===== src/rtl/phy_tx_pkg.sv =====
// Shared constants and types for the PHY transmit scheduler.
package phy_tx_pkg;

   localparam int unsigned BYTE_W = 8;
   localparam int unsigned LANES  = 4;
   localparam int unsigned LANE_W = 2;
   localparam int unsigned BIT_W  = 3;

   localparam logic [BYTE_W-1:0] COMMA_BC = 8'hBC;
   localparam logic [BYTE_W-1:0] IDLE_7C  = 8'h7C;
   localparam logic [BYTE_W-1:0] OFF_WORD = 8'h00;

   // Link state; the encoding is visible on the state output.
   typedef enum logic [1:0] {
      ST_OFF    = 2'd0,
      ST_SYNC   = 2'd1,
      ST_ACTIVE = 2'd2
   } tx_state_e;

   // One word as it is placed on the line.
   typedef struct packed {
      logic [BYTE_W-1:0] data;
      logic              k;
      logic [LANE_W-1:0] lane;
   } tx_word_t;

endpackage


===== src/rtl/phy_tx_scheduler_rr_arbiter4.sv =====
// Four-way round-robin grant: search starts one past the previous winner.
module rr_arbiter4
   import phy_tx_pkg::*;
(
   input  logic [LANES-1:0]  req_i,
   input  logic [LANE_W-1:0] last_grant_i,
   output logic [LANE_W-1:0] gnt_idx_c_o,
   output logic              gnt_any_c_o
);

   logic [LANE_W-1:0] cand;

   // First requesting lane in rotating priority order; previous winner checked last.
   always_comb begin
      gnt_idx_c_o = '0;
      gnt_any_c_o = 1'b0;
      cand        = '0;
      for (int unsigned off = 1; off <= LANES; off++) begin
         cand = last_grant_i + LANE_W'(off);
         if (!gnt_any_c_o && req_i[cand]) begin
            gnt_any_c_o = 1'b1;
            gnt_idx_c_o = cand;
         end
      end
   end

endmodule


===== src/rtl/phy_tx_scheduler.sv =====
// Word scheduler for the PHY transmit path: link bring-up commas, round-robin
// lane arbitration, idle fill and MSB-first serialization on the bit clock.
module phy_tx_scheduler
   import phy_tx_pkg::*;
#(
   parameter int unsigned SYNC_WORDS = 4   // comma words after enable, >= 1
)
(
   input  logic              clk_32f,
   input  logic              default_values,
   input  logic              enable,
   input  logic              valid0,
   input  logic              valid1,
   input  logic              valid2,
   input  logic              valid3,
   input  logic [BYTE_W-1:0] data_in0,
   input  logic [BYTE_W-1:0] data_in1,
   input  logic [BYTE_W-1:0] data_in2,
   input  logic [BYTE_W-1:0] data_in3,
   output logic              pop0,
   output logic              pop1,
   output logic              pop2,
   output logic              pop3,
   output logic              data_out,
   output logic              byte_strobe,
   output logic              k_flag,
   output logic [LANE_W-1:0] lane_id,
   output logic [1:0]        state
);

   localparam int unsigned SYNC_W = $clog2(SYNC_WORDS + 1);

   localparam tx_word_t COMMA_WORD = '{data: COMMA_BC, k: 1'b1, lane: '0};
   localparam tx_word_t IDLE_WORD  = '{data: IDLE_7C,  k: 1'b1, lane: '0};
   localparam tx_word_t OFF_TXWORD = '{data: OFF_WORD, k: 1'b0, lane: '0};

   logic [BIT_W-1:0]  bit_cnt_q,     bit_cnt_d;
   logic [BYTE_W-1:0] shreg_q,       shreg_d;
   tx_state_e         state_q,       state_d;
   logic [SYNC_W-1:0] sync_cnt_q,    sync_cnt_d;
   logic [LANE_W-1:0] last_grant_q,  last_grant_d;
   logic [LANES-1:0]  pop_q,         pop_d;
   logic              byte_strobe_q, byte_strobe_d;
   logic              k_flag_q,      k_flag_d;
   logic [LANE_W-1:0] lane_id_q,     lane_id_d;

   logic [LANES-1:0]  req;
   logic [LANE_W-1:0] gnt_idx;
   logic              gnt_any;
   logic [BYTE_W-1:0] lane_byte;
   logic              arb_take;
   tx_word_t          word;

   assign req = {valid3, valid2, valid1, valid0};

   rr_arbiter4 u_arb (
      .req_i        (req),
      .last_grant_i (last_grant_q),
      .gnt_idx_c_o  (gnt_idx),
      .gnt_any_c_o  (gnt_any)
   );

   // Byte of the lane the arbiter currently favours.
   always_comb begin
      lane_byte = data_in0;
      unique case (gnt_idx)
         2'd0:    lane_byte = data_in0;
         2'd1:    lane_byte = data_in1;
         2'd2:    lane_byte = data_in2;
         default: lane_byte = data_in3;
      endcase
   end

   // State/word decision at the boundary; shift otherwise.
   always_comb begin
      bit_cnt_d     = bit_cnt_q + 3'd1;
      shreg_d       = {shreg_q[BYTE_W-2:0], 1'b0};
      state_d       = state_q;
      sync_cnt_d    = sync_cnt_q;
      last_grant_d  = last_grant_q;
      pop_d         = '0;
      byte_strobe_d = 1'b0;
      k_flag_d      = k_flag_q;
      lane_id_d     = lane_id_q;
      word          = OFF_TXWORD;
      arb_take      = 1'b0;

      if (bit_cnt_q == 3'd7) begin
         bit_cnt_d     = 3'd0;
         byte_strobe_d = 1'b1;

         unique case (state_q)
            ST_OFF: begin
               if (enable) begin
                  word       = COMMA_WORD;
                  sync_cnt_d = SYNC_W'(1);
                  state_d    = ST_SYNC;
               end
            end
            ST_SYNC: begin
               if (!enable) begin
                  state_d    = ST_OFF;
                  sync_cnt_d = '0;
               end else if (sync_cnt_q < SYNC_W'(SYNC_WORDS)) begin
                  word       = COMMA_WORD;
                  sync_cnt_d = sync_cnt_q + SYNC_W'(1);
               end else begin
                  // Final comma already sent: arbitrate in this same boundary.
                  state_d  = ST_ACTIVE;
                  arb_take = 1'b1;
               end
            end
            ST_ACTIVE: begin
               if (!enable) begin
                  state_d    = ST_OFF;
                  sync_cnt_d = '0;
               end else begin
                  arb_take = 1'b1;
               end
            end
            default: begin
               state_d    = ST_OFF;
               sync_cnt_d = '0;
            end
         endcase

         if (arb_take) begin
            if (gnt_any) begin
               word           = '{data: lane_byte, k: 1'b0, lane: gnt_idx};
               last_grant_d   = gnt_idx;
               pop_d[gnt_idx] = 1'b1;
            end else begin
               word = IDLE_WORD;
            end
         end

         shreg_d   = word.data;
         k_flag_d  = word.k;
         lane_id_d = word.lane;
      end
   end

   // State and output registers; reset leaves bit_cnt at 7 so the next edge loads a word.
   always_ff @(posedge clk_32f) begin
      if (default_values) begin
         bit_cnt_q     <= 3'd7;
         shreg_q       <= OFF_WORD;
         state_q       <= ST_OFF;
         sync_cnt_q    <= '0;
         last_grant_q  <= 2'd3;
         pop_q         <= '0;
         byte_strobe_q <= 1'b0;
         k_flag_q      <= 1'b0;
         lane_id_q     <= '0;
      end else begin
         bit_cnt_q     <= bit_cnt_d;
         shreg_q       <= shreg_d;
         state_q       <= state_d;
         sync_cnt_q    <= sync_cnt_d;
         last_grant_q  <= last_grant_d;
         pop_q         <= pop_d;
         byte_strobe_q <= byte_strobe_d;
         k_flag_q      <= k_flag_d;
         lane_id_q     <= lane_id_d;
      end
   end

   assign data_out    = shreg_q[BYTE_W-1];
   assign byte_strobe = byte_strobe_q;
   assign k_flag      = k_flag_q;
   assign lane_id     = lane_id_q;
   assign state       = state_q;
   assign pop0        = pop_q[0];
   assign pop1        = pop_q[1];
   assign pop2        = pop_q[2];
   assign pop3        = pop_q[3];

endmodule


===== config.mk =====
export PLATFORM = sky130hd
export DESIGN_NAME = phy_tx_scheduler
export DESIGN_NICKNAME = d
export VERILOG_FILES = /design/src/rtl/phy_tx_pkg.sv /design/src/rtl/phy_tx_scheduler_rr_arbiter4.sv /design/src/rtl/phy_tx_scheduler.sv
export SDC_FILE = /design/constraint.sdc
export NUM_CORES = 1
export LEC_CHECK = 0
export CAP_MARGIN = 20
export CELL_PAD_IN_SITES_DETAIL_PLACEMENT = 1
export CELL_PAD_IN_SITES_GLOBAL_PLACEMENT = 1
export CORE_ASPECT_RATIO = 1.1
export CORE_MARGIN = 2
export CORE_UTILIZATION = 35
export DETAILED_ROUTE_END_ITERATION = 16
export PLACE_DENSITY_LB_ADDON = 0.1
export SLEW_MARGIN = 20
export SYNTH_ARGS = -nofsm -noshare
export SYNTH_HDL_FRONTEND = slang
export SYNTH_HIERARCHICAL = 1
export SYNTH_SLANG_ARGS = --single-unit

===== constraint.sdc =====
create_clock -name clk_32f -period 3.3 [get_ports clk_32f]
set_input_delay 0.66 -clock clk_32f [delete_from_list [all_inputs] [get_ports clk_32f]]
set_output_delay 0.66 -clock clk_32f [all_outputs]
set_load 0.02 [all_outputs]

# [Word level (Yosys, flattened, before mapping)]
# Cells that the tools add are included.
[op_classes] addsub=5 magnitude_cmp=7 eq_ne=9 muxes=43 bitwise_logic=3 reduce_logical=14
[ops] cell="$mux 11" count=5
[ops] cell="$pmux 8 s3" count=1
[ops] cell="$pmux 11 s2" count=1
[ops] cell="$mux 2" count=8
[ops] cell="$lt 2x3->1 const B" count=5
[ops] cell="$mux 3" count=5
[ops] cell="$mux 1" count=14
[ops] cell="$pmux 3 s3" count=1
[ops] cell="$bmux 1 s2" count=4
[ops] cell="$mux 8" count=1
[ops] cell="$reduce_and 4->1" count=2
[ops] cell="$add 3x1->3 const B" count=2
[ops] cell="$ne 3x3->1 const B" count=2
[ops] cell="$pmux 2 s3" count=1
[ops] cell="$add 2x2->2 const B" count=2
[ops] cell="$eq 2x1->1 const B" count=2
[ops] cell="$eq 2x2->1 const B" count=2
[ops] cell="$logic_and 1x1->1" count=4
[ops] cell="$logic_not 2->1" count=2
[ops] cell="$ne 2x2->1 const B" count=2
[ops] cell="$reduce_or 4->1" count=1
[ops] cell="$eq 3x3->1 const B" count=1
[ops] cell="$logic_not 1->1" count=3
[ops] cell="$lt 3x3->1 const B" count=1
[ops] cell="7 further kinds" count=9
[totals] regBits=26

# [Logic depth before layout (Yosys ltp)]
[logic_depth] ltp_word=18 depth_mapped=7

# [Cells and area by module]
# The synthesis kept the hierarchy.
[modules_own_cells] mod="phy_tx_scheduler" instances=1 cells_per_inst=123 area_each_um2=1271.2 seq_area_each_um2=520.5
[modules_own_cells] mod="rr_arbiter4" instances=1 cells_per_inst=14 area_each_um2=91.3 seq_area_each_um2=0.0

# [Worst setup path before layout]
# Ideal clock, no wire load.
[synth_path] kind="input to register" startpoint="input port valid2" endpoint="register shreg_q[3]" setup_time_ps=133 arrival_ps=2104 required_time_ps=3167 slack_ps=1064 cell_stages=7 n_path_buf=1 cell_sequence="and2b_1 -> a21oi_2 -> o221ai_2 -> buf_4 -> mux4_2 -> o21bai_1 -> a21oi_1"
[synth_via] elab_chain_len=17
[synth_rtl] element="from (decl)" line_no="phy_tx_scheduler.sv:14" rtl="input logic valid2,"
[synth_rtl] element="$bmux 1 s2" line_no="phy_tx_scheduler_rr_arbiter4.sv:20" rtl="if (!gnt_any_c_o && req_i[cand]) begin"
[synth_rtl] element="$mux 1 (not written as such)" line_no="phy_tx_scheduler_rr_arbiter4.sv:20"
[synth_rtl] element="$mux 1" line_no="phy_tx_scheduler_rr_arbiter4.sv:20"
[synth_rtl] element="$logic_not 1->1" line_no="phy_tx_scheduler_rr_arbiter4.sv:20"
[synth_rtl] element="$logic_and 1x1->1" line_no="phy_tx_scheduler_rr_arbiter4.sv:20"
[synth_rtl] element="$mux 1" line_no="phy_tx_scheduler_rr_arbiter4.sv:20"
[synth_rtl] element="$logic_not 1->1" line_no="phy_tx_scheduler_rr_arbiter4.sv:20"
[synth_rtl] element="$logic_and 1x1->1" line_no="phy_tx_scheduler_rr_arbiter4.sv:20"
[synth_rtl] element="[2 not listed]"
[synth_rtl] element="$logic_and 1x1->1" line_no="phy_tx_scheduler_rr_arbiter4.sv:20"
[synth_rtl] element="$mux 2 (*)" line_no="phy_tx_scheduler_rr_arbiter4.sv:20"
[synth_rtl] element="via gnt_idx[0]" line_no="phy_tx_scheduler.sv:48" rtl="logic [LANE_W-1:0] gnt_idx;"
[synth_rtl] element="$eq 2x2->1 (tied with other cells)" line_no="phy_tx_scheduler.sv:66" rtl="unique case (gnt_idx)"
[synth_rtl] element="$pmux 8 s3 (*)" line_no="phy_tx_scheduler.sv:66"
[synth_rtl] element="$mux 11 (*)" line_no="phy_tx_scheduler.sv:128" rtl="if (gnt_any) begin"
[synth_rtl] element="$mux 11 (*)" line_no="phy_tx_scheduler.sv:127" rtl="if (arb_take) begin"
[synth_rtl] element="$mux 8 (*)" line_no="phy_tx_scheduler.sv:88" rtl="if (bit_cnt_q == 3'd7) begin"
[synth_rtl] element="to (signal assigned)" line_no="phy_tx_scheduler.sv:157" rtl="shreg_q <= shreg_d;"
[synth_rtl] element="to (decl)" line_no="phy_tx_scheduler.sv:38" rtl="logic [BYTE_W-1:0] shreg_q, shreg_d;"
# Mark *: on every way through the listed nets, which the timed path passes. The rest lies on a longest branch. The select of a mux whose other input is x is not followed.
# A chain may end at the register's enable or synchronous reset.

# [Worst setup path in the final report]
[layout_path] startpoint="input port valid3" endpoint="register shreg_q[1]"
[layout_via] elab_chain_len=17
[layout_rtl] element="from (decl)" line_no="phy_tx_scheduler.sv:15" rtl="input logic valid3,"
[layout_rtl] element="$bmux 1 s2" line_no="phy_tx_scheduler_rr_arbiter4.sv:20"
[layout_rtl] element="$mux 1 (not written as such)" line_no="phy_tx_scheduler_rr_arbiter4.sv:20"
[layout_rtl] element="$mux 1" line_no="phy_tx_scheduler_rr_arbiter4.sv:20"
[layout_rtl] element="$logic_not 1->1" line_no="phy_tx_scheduler_rr_arbiter4.sv:20"
[layout_rtl] element="$logic_and 1x1->1" line_no="phy_tx_scheduler_rr_arbiter4.sv:20"
[layout_rtl] element="$mux 1" line_no="phy_tx_scheduler_rr_arbiter4.sv:20"
[layout_rtl] element="$logic_not 1->1" line_no="phy_tx_scheduler_rr_arbiter4.sv:20"
[layout_rtl] element="$logic_and 1x1->1" line_no="phy_tx_scheduler_rr_arbiter4.sv:20"
[layout_rtl] element="[2 not listed]"
[layout_rtl] element="$logic_and 1x1->1" line_no="phy_tx_scheduler_rr_arbiter4.sv:20"
[layout_rtl] element="$mux 2 (*)" line_no="phy_tx_scheduler_rr_arbiter4.sv:20"
[layout_rtl] element="via gnt_idx[0]" line_no="phy_tx_scheduler.sv:48"
[layout_rtl] element="$eq 2x2->1 (tied with other cells)" line_no="phy_tx_scheduler.sv:66"
[layout_rtl] element="$pmux 8 s3 (*)" line_no="phy_tx_scheduler.sv:66"
[layout_rtl] element="$mux 11 (*)" line_no="phy_tx_scheduler.sv:128"
[layout_rtl] element="$mux 11 (*)" line_no="phy_tx_scheduler.sv:127"
[layout_rtl] element="$mux 8 (*)" line_no="phy_tx_scheduler.sv:88"
# Marked as above.

==> results.sh <==
export IMPL_status="finished, final reports clean"
export IMPL_dp_hpwl_um=2800
export IMPL_io_buffers=49
export IMPL_min_delay_start="bit_cnt_q[0]"
export IMPL_fmax_ghz=0.402
export IMPL_cts_root_buf="clkbuf_8"
export IMPL_crit_fanout=13
export IMPL_maxSlewViolCount=0
export IMPL_dominantRegCellSynth="dfxtp_1"
export IMPL_cp_data_required_time_ns=3.44
export IMPL_num_antenna_cells=0
export IMPL_wl_per_cell_um=15.4
export IMPL_cts_buffer_depth=2
export IMPL_crit_type="in2reg"
export IMPL_synthToLayoutAreaGrowth_pct=42.2
export IMPL_fin_crit_sh=0.755
export IMPL_power_leakage_nw=0.725
export IMPL_h_tree_depth=1
export IMPL_synth_avg_cell_area_um2=9.95
export IMPL_initial_core_util=0.370
export IMPL_gp_congestion=0.754
export IMPL_crit_arrival_ns=2.63
export IMPL_clock_skew_ns=0.00596
export IMPL_cts_tree="built"
export IMPL_die_area_mm2=0.00441
export IMPL_grt_ovfl_total=0
export IMPL_ys_ff_latch=26
export IMPL_use_met1=0.196
export IMPL_yosysWarnings=6
export IMPL_vias=1220
export IMPL_cts_made_buffers=3
export IMPL_rows=23
export IMPL_setup_viol=0
export IMPL_cts_hold_buf=0
export IMPL_drtPass1Iterations=4
export IMPL_ant_nets=0
export IMPL_r2r_start="last_grant_q[1]"
export IMPL_cp_startpoint="valid3"
export IMPL_fill_cells=445
export IMPL_use_met2=0.318
export IMPL_cp_end_kind="flop"
export IMPL_fin_nets=230
export IMPL_cp_start_kind="input pin"
export IMPL_synthesis_nets=182
export IMPL_chipHeight_um=69.4
export IMPL_die_width_um=63.5
export IMPL_cts_repair_resized=0
export IMPL_grt_pass1_vias=1333
export IMPL_grt_pass1_wl_um=6140
export IMPL_cts_sinks=26
export IMPL_coreArea_mm2=0.00368
export IMPL_peakVddDrop_mv=0.163
export IMPL_tightestPinTransition_ns=0.806
export IMPL_synth_edff_count=0
export IMPL_post_route_util=0.526
export IMPL_final_common_cell="clkdlybuf4s50_1"
export IMPL_routed_wl_um=3610
export IMPL_final_cell_mix="clkdlybuf4s50_1 (49), dfxtp_1 (26), nor2_1 (11), a21oi_1 (11), nand2_1 (9)"
export IMPL_first_iter_violations=46
export IMPL_drive_above_1_share=0.120
export IMPL_ys_async_sr_fraction=0
export IMPL_final_hold_violation_count=0
export IMPL_rsz0062_at_grt="no"
export IMPL_tns_ns=0
export IMPL_power_density_mw_per_mm2=403
export IMPL_clkTransAtPathRegs_ns=0.09
export IMPL_yosysSeqAreaShare=0.382
export IMPL_multi_input_area_um2=761
export IMPL_via_per_inst=5.21
export IMPL_insertion_delay_ns=0.27
export IMPL_drv_cap=0
export IMPL_yosysUniqueCellTypes=40
export IMPL_postCtsSetupBuffers=0
export IMPL_hold_path_class="reg2reg"
export IMPL_regArea_um2=520
export IMPL_relSlewSlack=0.461
export IMPL_syn_area_mm2=0.00136
export IMPL_io_pins=50
export IMPL_antenna_found_initial=0
export IMPL_min_period_ns=2.49
export IMPL_met3_usage=0.0406
export IMPL_grtUsageTotal=0.177
export IMPL_drc=0
export IMPL_grt_max_degree=23
export IMPL_busiest_layer="met2"
export IMPL_syn_instance_count=137
-- where the power goes --
group | leakage, nW | switching (mW) | internal (mW)
combinational | 0.485 | 0.103 | 0.119
sequential | 0.212 | 0.0107 | 0.339
clock | 0.0288 | 0.101 | 0.107
-- cells in the mapped netlist (2+ instances only) --
| cell type | count | share of area |
|---|---|---|
| dfxtp_1 | 26 | 0.38 |
| buf_2 | 2 | 0.0073 |
| ha_1 | 6 | 0.055 |
| inv_1 | 8 | 0.022 |
| clkbuf_1 | 3 | 0.0083 |
| mux4_2 | 8 | 0.13 |
| nor3_1 | 4 | 0.015 |
| a211oi_1 | 2 | 0.011 |
| a211o_1 | 2 | 0.013 |
| o21bai_1 | 5 | 0.028 |
| a21oi_1 | 11 | 0.040 |
| a32oi_1 | 4 | 0.026 |
| buf_4 | 2 | 0.011 |
| or2_2 | 2 | 0.0092 |
| o211ai_1 | 2 | 0.011 |
| and3_1 | 2 | 0.0092 |
| mux2i_1 | 3 | 0.022 |
| nand2b_1 | 5 | 0.023 |
| nand2_1 | 9 | 0.025 |
| nor2_1 | 11 | 0.030 |
-- worst paths after layout --
path / endpoint / slack [ns] / cells after the start
setup reg to reg: shreg_q[1] / 1.24 / 7
setup / recovery: shreg_q[1] / 0.81 / 8
hold / removal: bit_cnt_q[0] / 0.45 / 1
hold reg to reg: bit_cnt_q[0] / 0.45 / 1
-- critical path, cell delays in order --
cell	delay, ns
clkdlybuf4s50_1	0.52
and2b_1	0.18
a21oi_2	0.05
o221ai_2	0.15
buf_4	0.27
mux4_2	0.53
a32oi_1	0.20
nor2_1	0.06
-- flip-flops by register name (all words and copies together) (netlist names) --
signal        count
pop_q             4
k_flag            1
last_grant_q      2
bit_cnt_q         3
byte_strobe       1
sync_cnt_q        3
state             2
shreg_q           8
lane_id           2
-- metal layers --
layer,routed length (µm),part of all wire
met2,1880,0.52
met4,69,0.019
met5,0,0
met1,1450,0.40
met3,211,0.058
-- metrics by stage --
step	hold slack [ns]	instance area (µm²)	std cells	total power, mW	setup WS (ns)
2_1_floorplan	0.413	1360	137	0.489	1.06
3_3_place_gp	0.421	1880	230	0.572	0.596
3_5_place_dp	0.446	1880	230	0.584	0.486
4_1_cts	0.460	1940	234	0.793	0.787
5_1_grt	0.481	1940	234	0.830	0.695
6_report	0.452	1940	234	0.781	0.810
-- kinds of logic after synthesis --
group           Yosys count  share of synthesized area
mux                      11                      0.154
fa+ha+maj                 6                     0.0551
simple gates             40                      0.151
flops                    26                      0.382
buf+inv                  17                     0.0597
compound gates           37                      0.198
-- cell type report --
type | instances | area share
multi-input combinational | 94 | 0.393
sequential | 26 | 0.269
timing repair buffer | 51 | 0.261
tap | 50 | 0.0323
clock buffer | 4 | 0.0284
inverter | 9 | 0.0174
Power figures use the tool's default switching activity.
==> RTL edit 1, RTL diff (same settings) <==
Register the input `valid0` before use, without a reset. The logic sees it one clock later. The other inputs are not delayed to match.
--- a/src/rtl/phy_tx_scheduler.sv
+++ b/src/rtl/phy_tx_scheduler.sv
@@ -34,6 +34,12 @@
    localparam tx_word_t IDLE_WORD  = '{data: IDLE_7C,  k: 1'b1, lane: '0};
    localparam tx_word_t OFF_TXWORD = '{data: OFF_WORD, k: 1'b0, lane: '0};
 
+   logic valid0_q;
+
+   always_ff @(posedge clk_32f) begin
+      valid0_q <= valid0;
+   end
+
    logic [BIT_W-1:0]  bit_cnt_q,     bit_cnt_d;
    logic [BYTE_W-1:0] shreg_q,       shreg_d;
    tx_state_e         state_q,       state_d;
@@ -51,7 +57,7 @@
    logic              arb_take;
    tx_word_t          word;
 
-   assign req = {valid3, valid2, valid1, valid0};
+   assign req = {valid3, valid2, valid1, valid0_q};
 
    rr_arbiter4 u_arb (
       .req_i        (req),
Behaviour: same outputs for any inputs over 10 cycles, from zero or initial values; that may be too few to reach the edited logic, so the function may still have changed.
==> RTL edit 1 against the unedited design <==
Routed wire length down 0.33%; global-route usage down 0.14 points; area after synthesis up 1.8%; clock skew about the same; cell area up 1.1%; power down 1.5%; critical endpoint unchanged; sequential cell count up 1; setup slack worse by 71 ps.
==> RTL edit 1: results (changes against the unedited design) <==
yosys:
  netlist_top_cells_area: "dfxtp_1 39%, mux4_2 13%, ha_1 5.4%"  # was dfxtp_1 38%, mux4_2 13%, ha_1 5.5%
  ys.warnings.count: 6  # unchanged
  synth_common_cells: "27 x dfxtp_1, 16 x nand2_1, 11 x nor2_1"  # was 26 x dfxtp_1, 11 x a21oi_1, 11 x nor2_1
  ys_seq_area_share_pct: 39.0  # was 38.2%
  ys_types: 37  # was 40
  syn_nets: 189  # was 182
  async_flop_share_pct: 0  # unchanged
power:
  ir_worst_vdd_mv: 0.171  # was 0.163 mV
  p_leak_uw: 0.000735  # was 0.000725 µW
  intPower_uw: 547  # was 565 µW
route:
  route.met2.wl_mm: 1.86  # was 1.88 mm
  drt-met1-wl_mm: 1.54  # was 1.45 mm
  dr.pass1.iters: 3  # was 4
  vias_per_cell: 5.16  # was 5.21
  dr.max_layer_used: "met4"  # unchanged
  met3_length_um: 155  # was 211 µm
  routed_wl_mm: 3.60  # was 3.61 mm
  drt_iter0_markers: 50  # was 46
timing:
  tightestPinTransition_ps: 656  # was 806 ps
  finClkSkew_ps: 6.06  # was 5.96 ps
clocking:
  postCtsSetupBuffers: 0  # unchanged
  ctsResizeCount: 0  # unchanged
  clkLatencyLatePin_ps: 280
  cts_buffers: 3  # unchanged
  cts-root-buf: "clkbuf_8"  # unchanged
  clkTransAtPathRegs_ps: 100
  max-clock-path-buffers: 2  # unchanged
  htreeDepth: 1  # unchanged
global_route:
  grt_pass1_wl_mm: 6.24  # was 6.14 mm
  grt_pass1_vias: 1353  # was 1333
  grt_start_max_net_pins: 20  # was 23
  grt_usage_pct: 17.6  # was 17.7%
  antenna_found_initial: 0  # unchanged
final_layout:
  nFillCells: 449  # was 445
  drive_gt1_share_pct: 10.5  # was 12.0%
  largest_registers: "shreg_q x8, pop_q x4"  # unchanged
  antennaDiodeCount: 0  # unchanged
  layout.nets: 237  # was 230
worst_setup_path:
  cp-endpoint: "shreg_q[1]$_SDFF_PP0_"  # unchanged
  r2r-start: "last_grant_q[1]$_SDFFE_PP1P_"  # unchanged
  reg2regPathDepth: 7  # unchanged
  cp_max_fo: 10  # was 13
  worstPathArrival_ps: 2710  # was 2630 ps
  crit_start: "valid3"  # unchanged
  r2r_slack_ps: 1200  # was 1240 ps
place:
  io_buffers: 49  # unchanged
  gp_congestion: 0.707  # was 0.754
  place_hpwl_mm: 2.89  # was 2.80 mm
hold_path:
  hold_start: "shreg_q[4]$_SDFF_PP0_"  # was bit_cnt_q[0]$_SDFF_PP1_
  hp-class: "register to register"  # unchanged
run_status:
  outcome: "completed"  # unchanged
RTL edit 1: changes by cell type after synthesis, sizes merged, moves of 3 or more:
cell and delta:
o21bai -4, nand2 +7, nand3 +6, a32oi -4, nor3 -3
RTL edit 1: cell families (layout without fill, tap and decap cells):
| group | after synthesis | count (layout) | share of synthesized area [%] |
|---|---|---|---|
| adders and majority gates | 6 | 6 | 5.41 |
| DFF | 27 | 27 | 39.0 |
| buffers and inverters | 16 | 63 | 5.86 |
| AOI/OAI and AO/OA | 32 | 32 | 16.1 |
| muxes | 10 | 10 | 14.4 |
| and+or+nand+nor | 53 | 53 | 19.2 |
RTL edit 1: metrics by stage:
stage               area, µm²  hold slack (ps)  worst slack (ps)  instances
global placement         1910              418               521        239
CTS                      1960              447               717        243
floorplan                1390              401              1110        144
global route             1960              480               602        243
detailed placement       1910              432               434        239
finish                   1960              441               738        243
RTL edit 1: final cells by class:
class / instances / area (µm²) / area share (%)
timing repair buffer: 52 / 513 / 26.2
tap: 52 / 65.1 / 3.32
clock inverter: 1 / 7.51 / 0.383
inverter: 7 / 26.3 / 1.34
multi-input combinational: 101 / 766 / 39.1
clock buffer: 3 / 41.3 / 2.11
sequential: 27 / 541 / 27.6
RTL edit 1: worst min-delay path by stage:
| stage | to | slack [ps] | cells past startpoint |
|---|---|---|---|
| 6_report | shreg_q[5]$_SDFF_PP0_ | 440 | 2 |
| 3_3_place_gp | shreg_q[5]$_SDFF_PP0_ | 420 | 2 |
| 2_1_floorplan | shreg_q[3]$_SDFF_PP0_ | 400 | 2 |
| 5_1_grt | shreg_q[5]$_SDFF_PP0_ | 480 | 2 |
| 4_1_cts | shreg_q[5]$_SDFF_PP0_ | 450 | 2 |
| 3_5_place_dp | shreg_q[3]$_SDFF_PP0_ | 430 | 2 |
RTL edit 1: worst max-delay path, stage by stage:
cell	delay, ps
clkdlybuf4s50_1	530
and2b_1	180
a21oi_2	40
o221ai_2	330
buf_4	270
mux4_2	510
nand3_1	110
a21oi_1	70
RTL edit 1: power groups by stage:
stage          sequential, µW  combinational, µW  clock (µW)
2_1_floorplan             377                112           0
3_5_place_dp              372                209           0
3_3_place_gp              370                202           0
4_1_cts                   364                210         208
5_1_grt                   366                228         216
6_report                  364                207         198
RTL edit 1: routing by layer:
metal	track usage, %	up-vias
li1	-	611
met1	21.6	607
met2	31.0	32
met3	3.06	4
met4	5.07	0
met5	0	-
==> RTL edit 2, RTL diff (same flow settings) <==
Without the edit above. `LANE_W`: 2 -> 4.
--- a/src/rtl/phy_tx_pkg.sv
+++ b/src/rtl/phy_tx_pkg.sv
@@ -3,7 +3,7 @@
 
    localparam int unsigned BYTE_W = 8;
    localparam int unsigned LANES  = 4;
-   localparam int unsigned LANE_W = 2;
+   localparam int unsigned LANE_W = 4;
    localparam int unsigned BIT_W  = 3;
 
    localparam logic [BYTE_W-1:0] COMMA_BC = 8'hBC;
Interface: changed (resized lane_id); port bits go from 50 to 52. No check against the original RTL was run, so the function may have changed too.
==> RTL edit 2 against the unedited design <==
Setup slack lost 660 ps; count of clock-buffer cells in the layout up 2; non-clock buffer count increased by 26; routed wire length increased by 69%; synthesized cell count increased by 83%; die area increased by 50%; sequential cell count increased by 4; via count increased by 73%; highest routed layer unchanged; hold slack lost 15 ps; area after synthesis rose by 54%; power rose by 49%; cell area increased by 53%.
==> RTL edit 2: results (changes against the unedited design) <==
timing:
  finClkSkew_ps: 11.4  # was 5.96 ps
  whs_ps: 437  # was 452 ps
  relSlewSlack_pct: 66.7  # was 46.1%
yosys:
  synth_common_cells: "30 x dfxtp_1, 25 x a21oi_1, 19 x nand2_1"  # was 26 x dfxtp_1, 11 x a21oi_1, 11 x nor2_1
  ys_types: 53  # was 40
  netlist_top_cells_area: "dfxtp_1 29%, a21oi_1 6.0%, ha_1 6.0%"  # was dfxtp_1 38%, mux4_2 13%, ha_1 5.5%
  ys_seq_area_share_pct: 28.6  # was 38.2%
clocking:
  htreeDepth: 2  # was 1
  clkTransAtPathRegs_ps: 70  # was 90 ps
place:
  dp_slack_ps: -296  # was 486 ps
  place_hpwl_mm: 4.64  # was 2.80 mm
  io_buffers: 51  # was 49
  place_inst: 387  # was 230
  gp_congestion: 0.870  # was 0.754
  placed_area_um2: 2780  # was 1880 µm²
run_status:
  outcome: "completed"  # unchanged
worst_setup_path:
  cp_max_fo: 9  # was 13
  r2r_slack_ps: 360  # was 1240 ps
  crit_family: "compound AO/OA/AOI/OAI gates"  # was buffers and inverters
  worstPathArrival_ps: 3320  # was 2630 ps
  crit_start: "valid1"  # was valid3
  cp-endpoint: "shreg_q[3]$_SDFF_PP0_"  # was shreg_q[1]$_SDFF_PP0_
final_layout:
  layout.cells.non_filler: 398  # was 234
  layout.nets: 369  # was 230
  drive_gt1_share_pct: 16.5  # was 12.0%
global_route:
  grt_usage_pct: 19.4  # was 17.7%
  grt_start_max_net_pins: 21  # was 23
  grt_pass1_wl_mm: 10.3  # was 6.14 mm
  grt_pass1_vias: 2176  # was 1333
route:
  wl_per_cell_um: 15.4  # about the same
  vias_per_cell: 5.31  # was 5.21
  drt_iter0_markers: 40  # was 46
power:
  ir_worst_vdd_mv: 0.294  # was 0.163 mV
-- RTL edit 2: cell count changes after synthesis, moves of 6 or more --
cell     change
nor2b_1      +9
nor3_1       +6
mux2i_1      +9
and2_1       +6
a21oi_1     +14
nand2_1     +10
nor2_1       +7
nand3_1      +6
-- RTL edit 2: where the power goes --
part | switching (µW) | internal (µW) | leakage [µW] | total (µW)
Clock | 147 | 322 | 0.0000714 | 469
Sequential | 12.2 | 390 | 0.000244 | 403
Combinational | 143 | 152 | 0.000875 | 295
-- RTL edit 2: metal layers --
| metal | vias to the layer above | wire length (µm) | track usage (%) |
|---|---|---|---|
| met5 | - | 0 | 0 |
| met4 | 0 | 63 | 4.87 |
| met3 | 7 | 204 | 3.40 |
| met2 | 54 | 3280 | 35.8 |
| met1 | 1009 | 2570 | 23.1 |
| li1 | 1043 | - | - |
-- RTL edit 2: metrics by stage --
stage | util [%] | power, µW
after floorplan | - | 581
after global placement | 48.2 | 696
after detailed placement | 48.2 | 700
after CTS | 50.7 | 1170
after global routing | 51.4 | 1220
final | 51.4 | 1170
-- RTL edit 2: cells by family after synthesis --
logic type	count (synthesis)	share of synthesized area, %
AOI/OAI and AO/OA	66	20.8
adders and majority gates	10	5.96
buffers and inverters	25	6.44
and+or+nand+nor	97	24.3
xor gates and xnor gates	2	0.835
DFF	30	28.6
muxes	21	13.1
-- RTL edit 2: layout make-up --
class                           count  area [µm²]
Fill cell                         689        2800
Multi-Input combinational cell    196        1380
Timing Repair Buffer               77         712
Sequential cell                    30         601
Tap cell                           77        96.3
Clock buffer                        6        82.6
Clock inverter                      2        60.1
Inverter                           10        37.5
-- RTL edit 2: timing repair --
item | 4_1_cts | 5_1_grt
resized for setup | 0 | 6
endpoints found under the setup margin | 0 | 8
hold endpoints to repair | 0 | 0
setup buffers | 0 | 3
